$ cat src/rtl/xnor_behavioral.sv
// Bitwise XNOR with optional registered copy, an all-equal flag and a saturating match counter.
// Define XNOR_BEHAVIORAL_REG_EN to register y_q/all_eq; otherwise they follow Y and &Y combinationally.
`timescale 1ns/1ps
module xnor_behavioral #(
  parameter int WIDTH = 1,
  parameter int CNT_W = 8
) (
  output logic [WIDTH-1:0] Y,
  input  logic [WIDTH-1:0] A,
  input  logic [WIDTH-1:0] B,
  input  logic             clk,
  input  logic             rst_n,
  input  logic             en,
  input  logic             clr,
  output logic [WIDTH-1:0] y_q,
  output logic             all_eq,
  output logic [CNT_W-1:0] eq_cnt,
  output logic             cnt_sat
);

  localparam logic [CNT_W-1:0] CNT_MAX = {CNT_W{1'b1}};

  logic match;

  // A continuous assign keeps X/Z on any input bit visible as X on Y.
  assign Y     = ~(A ^ B);
  assign match = &Y;

  assign cnt_sat = (eq_cnt == CNT_MAX);

  // NOTE: state is updated with non-blocking assignments so every register samples
  // pre-edge values; blocking here would create order-dependent simulation races.
  always_ff @(posedge clk or negedge rst_n) begin
    if (!rst_n) begin
      eq_cnt <= '0;
    end else if (clr) begin
      eq_cnt <= '0;
    end else if (en && match && !cnt_sat) begin
      eq_cnt <= eq_cnt + 1'b1;
    end
  end

`ifdef XNOR_BEHAVIORAL_REG_EN
  // Reset value is the XNOR of two zero operands, so the flag starts asserted.
  always_ff @(posedge clk or negedge rst_n) begin
    if (!rst_n) begin
      y_q    <= '1;
      all_eq <= 1'b1;
    end else if (en) begin
      y_q    <= Y;
      all_eq <= match;
    end
  end
`else
  assign y_q    = Y;
  assign all_eq = match;
`endif

endmodule

$ cat config.mk
export PLATFORM = sky130hd
export DESIGN_NAME = xnor_behavioral
export DESIGN_NICKNAME = d
export VERILOG_FILES = /design/src/rtl/xnor_behavioral.sv
export SDC_FILE = /design/constraint.sdc
export NUM_CORES = 1
export LEC_CHECK = 0
export ABC_AREA = 1
export ABC_CLOCK_PERIOD_IN_PS = 1500
export CORE_MARGIN = 5
export CORE_UTILIZATION = 44
export CTS_CLUSTER_SIZE = 40
export DETAILED_ROUTE_END_ITERATION = 16
export GPL_ROUTABILITY_DRIVEN = 0
export PLACE_DENSITY = 0.76
export SLEW_MARGIN = 20
export SYNTH_ARGS = -nofsm -noshare
export SYNTH_HDL_FRONTEND = slang
export SYNTH_SLANG_ARGS = --single-unit
$ cat constraint.sdc
create_clock -name clk -period 1.5 [get_ports clk]
set_input_delay 0.225 -clock clk [delete_from_list [all_inputs] [get_ports clk]]
set_output_delay 0.225 -clock clk [all_outputs]
set_load 0.02 [all_outputs]
# Word level (Yosys, flattened, before mapping)
# Cells that the tools add are included.
[word_totals]
register_bits = 8
wordCells = 11
ram_bits = 0
latch_bits = 0
mem_bits_ro = 0
memories = 0
input_bits = 6
[op_classes]
multipliers = 0
shifts = 0
add_sub_neg = 1
muxes = 2
eq_ne = 1
n_reduce_logical = 4
bitwise = 2
magnitude_cmp = 0
div = 0
[op_table]
columns = ["operator", "count"]
rows = [
  ["2-to-1 mux 8 bit", 2],
  ["adder 8 x 1 -> 8 bit (second input constant)", 1],
  ["equality test 8 bit (second input constant)", 1],
  ["logical AND 1 bit", 2],
  ["nonzero test 2 bit", 1],
  ["zero test 1 bit", 1],
  ["NOT 1 bit", 1],
  ["bitwise XOR 1 bit", 1],
]

# Depth between registers and ports, before layout
# Gate-level depths: netlist of run 1.
[logic_depth]
ltp_word = 6
depth_mapped = 8
mapped_depth_nobuf = 8

# Worst setup path before layout of run 1
# OpenSTA, ideal clock, no wires.
[synth_path]
path_type = "reg2reg"
startpoint = "register eq_cnt[1]"
endpoint = "register eq_cnt[0]"
synth_period_minus_slack_ns = 1.481
path_slack_ns = 0.019
stages_incl_launch_ff = 7
arrival_time_ns = 1.362
cell_sequence = "dfrtp_1 ha_1 nand3_1 nor2_2 nor2_2 nand3_1 o21ai_2"
[synth_via]
elab_chain_len = 4
[synth_lines]
columns = ["element", "line", "text"]
rows = [
  ["from (decl)", "17", "output logic [CNT_W-1:0] eq_cnt,"],
  ["from (signal assigned)", "39", "eq_cnt <= eq_cnt + 1'b1;"],
  ["equality test 8 bit", "29", "assign cnt_sat = (eq_cnt == CNT_MAX);"],
  ["named net cnt_sat", "18", "output logic cnt_sat"],
  ["zero test 1 bit", "38", "end else if (en && match && !cnt_sat) begin"],
  ["logical AND 1 bit", "38", ""],
  ["nonzero test 2 bit (no source line)", "-", ""],
]
# The timed path passes the listed nets, and every way through them passes these cells.
# A chain may end at the register's enable or synchronous reset.

# Final worst setup path of run 1
[layout_path]
startpoint = "register eq_cnt[1]"
endpoint = "output port cnt_sat"
[layout_via]
elab_chain_len = 1
[layout_lines]
columns = ["element", "line"]
rows = [
  ["equality test 8 bit", "29"],
  ["to (decl)", "18"],
]
# Every way passes these cells.

==> results.toml, run 1 <==
[placement]
hpwl_um = 1220
io_buffers = 17
dp_cells = 128

[finish]
seqCellArea_sq_um = 200
largest_reg_flops = 8
final_cells = 131
largest-register = "eq_cnt"
num-nets-final = 125
fill_cells = 112
diodes = 0
syn_to_final_growth_pct = 51.1
multi_input_area_sq_um = 328
reg_top3 = "eq_cnt: 8 flops"
drive_gt1_frac = 0.310

[sta]
finalHoldWorstSlack_ns = 0.256
tightest_slew_ns = 0.395
rsz0062_at_grt = "no"
fin_skew_ns = 0.000394
fmaxAchievable_mhz = 719
layout_min_cycle_time_ns = 1.39
setup_violations = 0
finalHoldViolCount = 0
max_slew_margin = 0.736
slew_violations = 0
post-route-period-util = 0.927

[floorplanning]
die_height_um = 46.3
ioPinCount = 18
rows = 13
coreArea_sq_mm = 0.00127
initial_core_util = 0.458
dieArea_sq_mm = 0.00215
die_w_um = 46.3

[route]
drc = 0
drt-total-wl_um = 1570
ant_nets = 0
viasPerCell = 4.95
routedWlPerCell_um = 12.0
drt_iter0_markers = 11
vias = 648
first_pass_iters = 4

[grt]
grt_overflow = 0
track_usage = 0.187
grt_pass1_wl_um = 2780
grt_max_degree = 9
antenna_found_initial = 0
first_global_vias = 674

[yosys]
seq_area_frac_synth = 0.345
syn_inst = 82
yosysWarnings = 0
syn_nets = 89
syn_area_sq_um = 581
synth_top_area_share = 0.345
synth-seq-cells = 8
postSynthAreaPerCell_sq_um = 7.08
async_flop_share = 1.00
synth_area_leader_cell = "dfrtp_1"
synthDistinctLibCells = 15
synth_commonest_cells = "nand2_1, inv_1, nand3_1, dfrtp_1, nor2_1"
synth_edf_count = 0
ys_top_cells_by_area = "dfrtp_1, nand2_1, nand3_1, inv_1, nor2_1"
yosysMostFrequentCell = "nand2_1"
synth_flop_cell = "dfrtp_1"

[pwr]
power_density_mw_per_mm2 = 585
ir_drop_mv = 0.435
power_mw = 0.513
leakage_nw = 0.515

[cts]
cts_tree = "yes"
cts_buffers = 3
clock_path_buffers = 2
clk_latency_ns = 0.26
clock-sinks = 8
htree_levels = 1
cts_root_buf = "clkbuf_4"
clkTransAtPathRegs_ns = 0.06

[run_status]
status = "complete, no violations"

[setup_path]
startpoint_type = "flop"
cp-end-kind = "output port"
cp.required_ns = 1.27
r2r_setup_slack_ns = 0.13
worstPathArrival_ns = 1.17
worst-path-max-fanout = 2
path_class = "flop to output port"

[flow_run]
cap_violations = 0

[hold_path]
hold_class = "primary input to async pin"
## critical path, stage by stage (launching register included)
cell and delay (ns):
dfrtp_1 0.35, ha_2 0.20, nand3_2 0.10, nor2_2 0.11
buf_4 0.15
## what timing repair did
action                                  in CTS  in global routing
endpoints found under the setup margin      12                  4
pin swaps                                    0                  2
setup buffers                                0                  0
hold buffers                                 0                  0
resized for setup                           15                  9
cloned                                       0                  0
## path summary, 6_finish.rpt
kind | start | endpoint | depth (start not counted)
worst max-delay path | eq_cnt[1] | cnt_sat | 4
worst min-delay path | rst_n | eq_cnt[3] | 1
worst max register to register | eq_cnt[1] | eq_cnt[2] | 9
worst min register to register | eq_cnt[1] | eq_cnt[1] | 3
max in group asynchronous | rst_n | eq_cnt[4] | 1
min in group clk | eq_cnt[1] | eq_cnt[1] | 3
## cell usage in the layout (no fill, tap or decap)
cell             netlist  final
a21oi_1                3      3
buf_4                  2     17
clkbuf_2               0      3
clkbuf_4               0      3
clkdlybuf4s50_1        0      5
dfrtp_1                8      8
dlygate4sd2_1          0      8
ha_2                   0      1
inv_1                 12     12
nand2_1               26     26
nand2_2                2      2
nand2_4                2      2
nand3_1                9      8
nand3_2                1      2
nor2_1                 7      7
nor2_2                 2      2
nor2_4                 2      2
o21ai_2                2      2
xor2_1                 3      3
## cell families (layout without fill, tap and decap cells)
family / Yosys count / count (layout) / share of synthesized area
buffers and inverters: 14 / 48 / 0.103
DFF: 8 / 8 / 0.345
AOI/OAI and AO/OA: 5 / 5 / 0.0560
xor gates and xnor gates: 3 / 3 / 0.0453
and+or+nand+nor: 51 / 51 / 0.429
adders and majority gates: 1 / 1 / 0.0215
## final cells by class
type | instances | area share
multi-input combinational | 60 | 0.374
timing repair buffer | 33 | 0.300
sequential | 8 | 0.228
inverter | 12 | 0.0514
clock buffer | 3 | 0.0257
tap | 15 | 0.0214
## metal layers
layer  GRT usage  wire [um]
met5           0          0
met4       0.131         48
met3      0.0430         88
met2       0.316        814
met1       0.202        613
## stage by stage
stage / utilization / TNS, ns / area (sq um) / setup WS, ns
floorplan: - / 0 / 581 / 0.0192
global placement: 0.689 / -1.06 / 875 / -0.212
detailed placement: 0.689 / -1.51 / 875 / -0.259
CTS: 0.692 / 0 / 878 / 0.00445
global route: 0.691 / 0 / 877 / 0.00604
finish: 0.691 / 0 / 877 / 0.109
## report_power, final
group / switching [mW] / internal (mW) / total (mW)
clock network: 0.0797 / 0.0920 / 0.172
registers: 0.00306 / 0.221 / 0.224
logic: 0.0658 / 0.0511 / 0.117
total: 0.149 / 0.364 / 0.513
Note: power is estimated with default switching activity, not from simulation.
==> run 2, diff against run 1 <==
--- a/config.mk
+++ b/config.mk
@@ -7,12 +7,13 @@
 export LEC_CHECK = 0
 export ABC_AREA = 1
 export ABC_CLOCK_PERIOD_IN_PS = 1500
-export CORE_MARGIN = 5
-export CORE_UTILIZATION = 44
+export CORE_AREA = 5 5 42 44
+export CTS_BUF_LIST = sky130_fd_sc_hd__clkbuf_4
 export CTS_CLUSTER_SIZE = 40
 export DETAILED_ROUTE_END_ITERATION = 16
+export DIE_AREA = 0 0 47 49
 export GPL_ROUTABILITY_DRIVEN = 0
-export PLACE_DENSITY = 0.76
+export PLACE_DENSITY = 0.75
 export SLEW_MARGIN = 20
 export SYNTH_ARGS = -nofsm -noshare
 export SYNTH_HDL_FRONTEND = slang
==> results.toml, run 2 (synthesized netlist as in run 1, its figures left out) <==
[run_status]
status = "complete, no violations"

[setup_path]
crit_slowest_cell = "dfrtp_1"
crit_buf_inv = 1
worstPathArrival_ns = 1.21
cp.required_ns = 1.27
worst-path-max-fanout = 2
cp_top_family = "flip-flops"
cp-end-kind = "output port"
startpoint_type = "flop"
crit_path_max_incr_delay_ns = 0.38
path_class = "flop to output port"
crit_chain = "ha_2 > nand3_2 > nor2_2 > buf_6"

[route]
wl_met2_um = 846
vias = 642
met3_length_um = 93
top_layer_used = "met4"
ant_nets = 0
drc = 0
drt-total-wl_um = 1570
drt_iter0_markers = 20
routedWlPerCell_um = 11.9
viasPerCell = 4.86
m1WireLength_um = 617
first_pass_iters = 4

[finish]
final_cells = 132
diodes = 0
largest_reg_flops = 8
syn_to_final_growth_pct = 52.6
final_common_cell = "nand2_1"
num-nets-final = 125
final_cell_mix = "nand2_1, buf_4, inv_1"
reg_top3 = "eq_cnt: 8 flops"
largest-register = "eq_cnt"
drive_gt1_frac = 0.319
fin_area_sq_um = 886

[sta]
post-route-period-util = 0.958
fin_skew_ns = 0.000827
tightest_slew_ns = 0.403
rsz0062_at_grt = "no"
finalHoldViolCount = 0
setup_violations = 0
tns_ns = 0
worst_slack_ns = 0.0635
fmaxAchievable_mhz = 696
layout_min_cycle_time_ns = 1.44
max_slew_margin = 0.731
slew_violations = 0

[placement]
postPlaceCellArea_sq_um = 876
io_buffers = 17
dpl_worst_slack_ns = -0.254
hpwl_um = 1220
dp_cells = 129

[floorplanning]
rows = 14
coreArea_sq_mm = 0.00140
ioPinCount = 18
dieArea_sq_mm = 0.00230
die_w_um = 47
die_height_um = 49
initial_core_util = 0.414

[cts]
clk_latency_ns = 0.26
cts_hold_buffers = 0
clkTransAtPathRegs_ns = 0.05
cts_root_buf = "clkbuf_4"
cts_buffers = 3
htree_levels = 1
clock_path_buffers = 2
cts_tree = "yes"
clock-sinks = 8

[grt]
grt_overflow = 0
antenna_found_initial = 0
first_global_vias = 679
grt_pass1_wl_um = 2610
grt_max_degree = 9
track_usage = 0.157

[pwr]
leakage_nw = 0.516
power_density_mw_per_mm2 = 578
power_mw = 0.512
ir_drop_mv = 0.478

[flow_run]
cap_violations = 0

[hold_path]
hold_class = "primary input to async pin"
-- run 2: final cells by class --
type / instances / area (sq um)
repair buffers: 33 / 267
fillers: 139 / 515
clock buffers: 3 / 22.5
well taps: 16 / 20.0
multi-input cells: 60 / 332
flip-flops and latches: 8 / 200
inverters: 12 / 45.0
-- run 2: what timing repair did --
| action | in CTS | in global routing |
|---|---|---|
| resized for setup | 16 | 10 |
| setup endpoints to repair | 12 | 5 |
| pin swaps | 0 | 1 |
| setup buffers | 0 | 0 |
-- run 2: path summary, 6_finish.rpt --
kind                            cells after the start  slack (ns)        end  startpoint
worst max-delay path                                4        0.06    cnt_sat   eq_cnt[0]
worst min-delay path                                1        0.26  eq_cnt[7]       rst_n
worst max register to register                      9        0.08  eq_cnt[3]   eq_cnt[0]
worst min register to register                      3        0.61  eq_cnt[1]   eq_cnt[1]
max in group asynchronous                           1        0.96  eq_cnt[2]       rst_n
min in group clk                                    3        0.61  eq_cnt[1]   eq_cnt[1]
-- run 2: metrics by stage --
step                hold WS (ns)   util
finish                     0.261  0.632
global placement           0.537  0.625
CTS                        0.264  0.629
floorplan                -0.0706      -
detailed placement         0.542  0.625
global route               0.281  0.632
-- run 2: per-layer routing --
metal | global-route usage | up-vias
met5 | 0 | -
met4 | 0.0968 | 0
met3 | 0.0369 | 2
met2 | 0.260 | 23
met1 | 0.170 | 298
li1 | - | 319
-- run 2: report_power, final --
group	internal (mW)	switching [mW]	total (mW)
sequential	0.221	0.00389	0.225
clock	0.0918	0.0772	0.169
combinational	0.0512	0.0663	0.118
total	0.364	0.147	0.512
-- run 2: worst register-to-register path, delay by kind of cell, from the launching register on --
family | cells | cell delay, ns
AND/OR/NAND/NOR | 7 | 0.61
flip-flops | 1 | 0.38
adder cells (fa/ha/maj) | 1 | 0.21
buffers and inverters | 1 | 0.12
==> run 3, diff against run 2 <==
--- a/config.mk
+++ b/config.mk
@@ -14,6 +14,7 @@
 export DIE_AREA = 0 0 47 49
 export GPL_ROUTABILITY_DRIVEN = 0
 export PLACE_DENSITY = 0.75
+export SKIP_CTS_REPAIR_TIMING = 1
 export SLEW_MARGIN = 20
 export SYNTH_ARGS = -nofsm -noshare
 export SYNTH_HDL_FRONTEND = slang
==> results.toml, run 3 (synthesized netlist as in run 1, its figures left out) <==
[cts]
cts_root_buf = "clkbuf_4"
cts_tree = "yes"
clock-sinks = 8
htree_levels = 1
clock_path_buffers = 2
clk_latency_ns = 0.26
clkTransAtPathRegs_ns = 0.05
cts_buffers = 3

[setup_path]
worst-path-max-fanout = 5
startpoint_type = "flop"
worstPathArrival_ns = 1.60
timing.rr.end = "eq_cnt[3]"
r2r_setup_slack_ns = 0.05
cp.required_ns = 1.65
rr_startpoint = "eq_cnt[0]"
path_class = "flop to flop"
cp-end-kind = "flop"
reg2regPathDepth = 9

[floorplanning]
die_height_um = 49
ioPinCount = 18
dieArea_sq_mm = 0.00230
rows = 14
die_w_um = 47
initial_core_util = 0.414
coreArea_sq_mm = 0.00140

[placement]
io_buffers = 17
hpwl_um = 1220
dp_cells = 129
dpl_worst_slack_ns = -0.254
postPlaceCellArea_sq_um = 876

[grt]
track_usage = 0.157
grt_max_degree = 9
antenna_found_initial = 0
grt_overflow = 0
first_global_vias = 679
grt_pass1_wl_um = 2610

[finish]
reg_top3 = "eq_cnt: 8 flops"
fin_area_sq_um = 937
drive_gt1_frac = 0.293
final_cell_mix = "nand2_1, buf_4, inv_1"
largest_reg_flops = 8
syn_to_final_growth_pct = 61.4
num-nets-final = 125
final_common_cell = "nand2_1"
largest-register = "eq_cnt"
final_cells = 132
diodes = 0

[route]
drt_iter0_markers = 29
drc = 0
first_pass_iters = 4
viasPerCell = 5.04
routedWlPerCell_um = 12.3
ant_nets = 0
vias = 665
drt-total-wl_um = 1620

[pwr]
swShare = 0.283
comb_power_share = 0.239
clockPowerShare = 0.327
power_mw = 0.518
seqPwrFrac = 0.434
ir_drop_mv = 0.484
power_density_mw_per_mm2 = 553
p_sw_mw = 0.147
p_int_mw = 0.372
leakage_nw = 0.653

[sta]
post-route-period-util = 0.969
worst_slack_ns = 0.0464
tns_ns = 0
layout_min_cycle_time_ns = 1.45
setup_violations = 0
slew_violations = 0
max_slew_margin = 0.731
fin_skew_ns = 0.00320
finalHoldViolCount = 0
fmaxAchievable_mhz = 688
tightest_slew_ns = 0.402

[flow_run]
cap_violations = 0

[run_status]
status = "complete, no violations"

[hold_path]
hold_class = "primary input to async pin"
==> run 3: cell types whose count changed in the layout (fill, tap and decap cells not counted), sizes merged <==
cell	change
dlymetal6s2s	+11
dlygate4sd2	-8
clkbuf	-3
==> run 3: final cells by class <==
cell class	instances	area, sq um
Fill cell	125	464
Multi-Input combinational cell	60	330
Timing Repair Buffer	33	319
Sequential cell	8	200
Inverter	12	45.0
Clock buffer	3	22.5
Tap cell	16	20.0
==> run 3: worst max-delay path, cell delays in order (launching register included) <==
cell     delay, ns
dfrtp_1       0.37
ha_2          0.20
buf_4         0.12
nand2_2       0.07
nor2_4        0.13
nand3_2       0.09
nand2_4       0.10
nand2_4       0.08
nand2_1       0.10
nand2_1       0.06
==> run 3: power by group through the flow <==
| stage | Combinational (mW) | Clock (mW) | Sequential (mW) |
|---|---|---|---|
| final | 0.124 | 0.169 | 0.225 |
| after global routing | 0.136 | 0.188 | 0.225 |
| after CTS | 0.126 | 0.175 | 0.225 |
| after detailed placement | 0.125 | 0 | 0.229 |
| after global placement | 0.123 | 0 | 0.228 |
| after floorplan | 0.0513 | 0 | 0.237 |
==> run 3: stage by stage <==
stage / utilization / hold slack [ns]
global route: 0.669 / 0.281
detailed placement: 0.625 / 0.542
floorplan: - / -0.0706
global placement: 0.625 / 0.537
finish: 0.669 / 0.257
CTS: 0.641 / 0.264
==> run 3: per-layer routing <==
layer,part of all wire,track usage
met1,0.36,0.170
met2,0.54,0.260
met3,0.077,0.0369
met4,0.019,0.0968
met5,0,0
==> run 3: how the worst max path moves through the flow <==
stage | slack (ns) | to | startpoint | cells past startpoint
after global placement | -0.21 | Y | A | 4
after floorplan | 0.02 | eq_cnt[0] | eq_cnt[1] | 6
after global routing | -0.01 | eq_cnt[3] | eq_cnt[0] | 9
after detailed placement | -0.25 | Y | A | 5
after CTS | -0.45 | cnt_sat | eq_cnt[0] | 4
final | 0.05 | eq_cnt[3] | eq_cnt[0] | 9
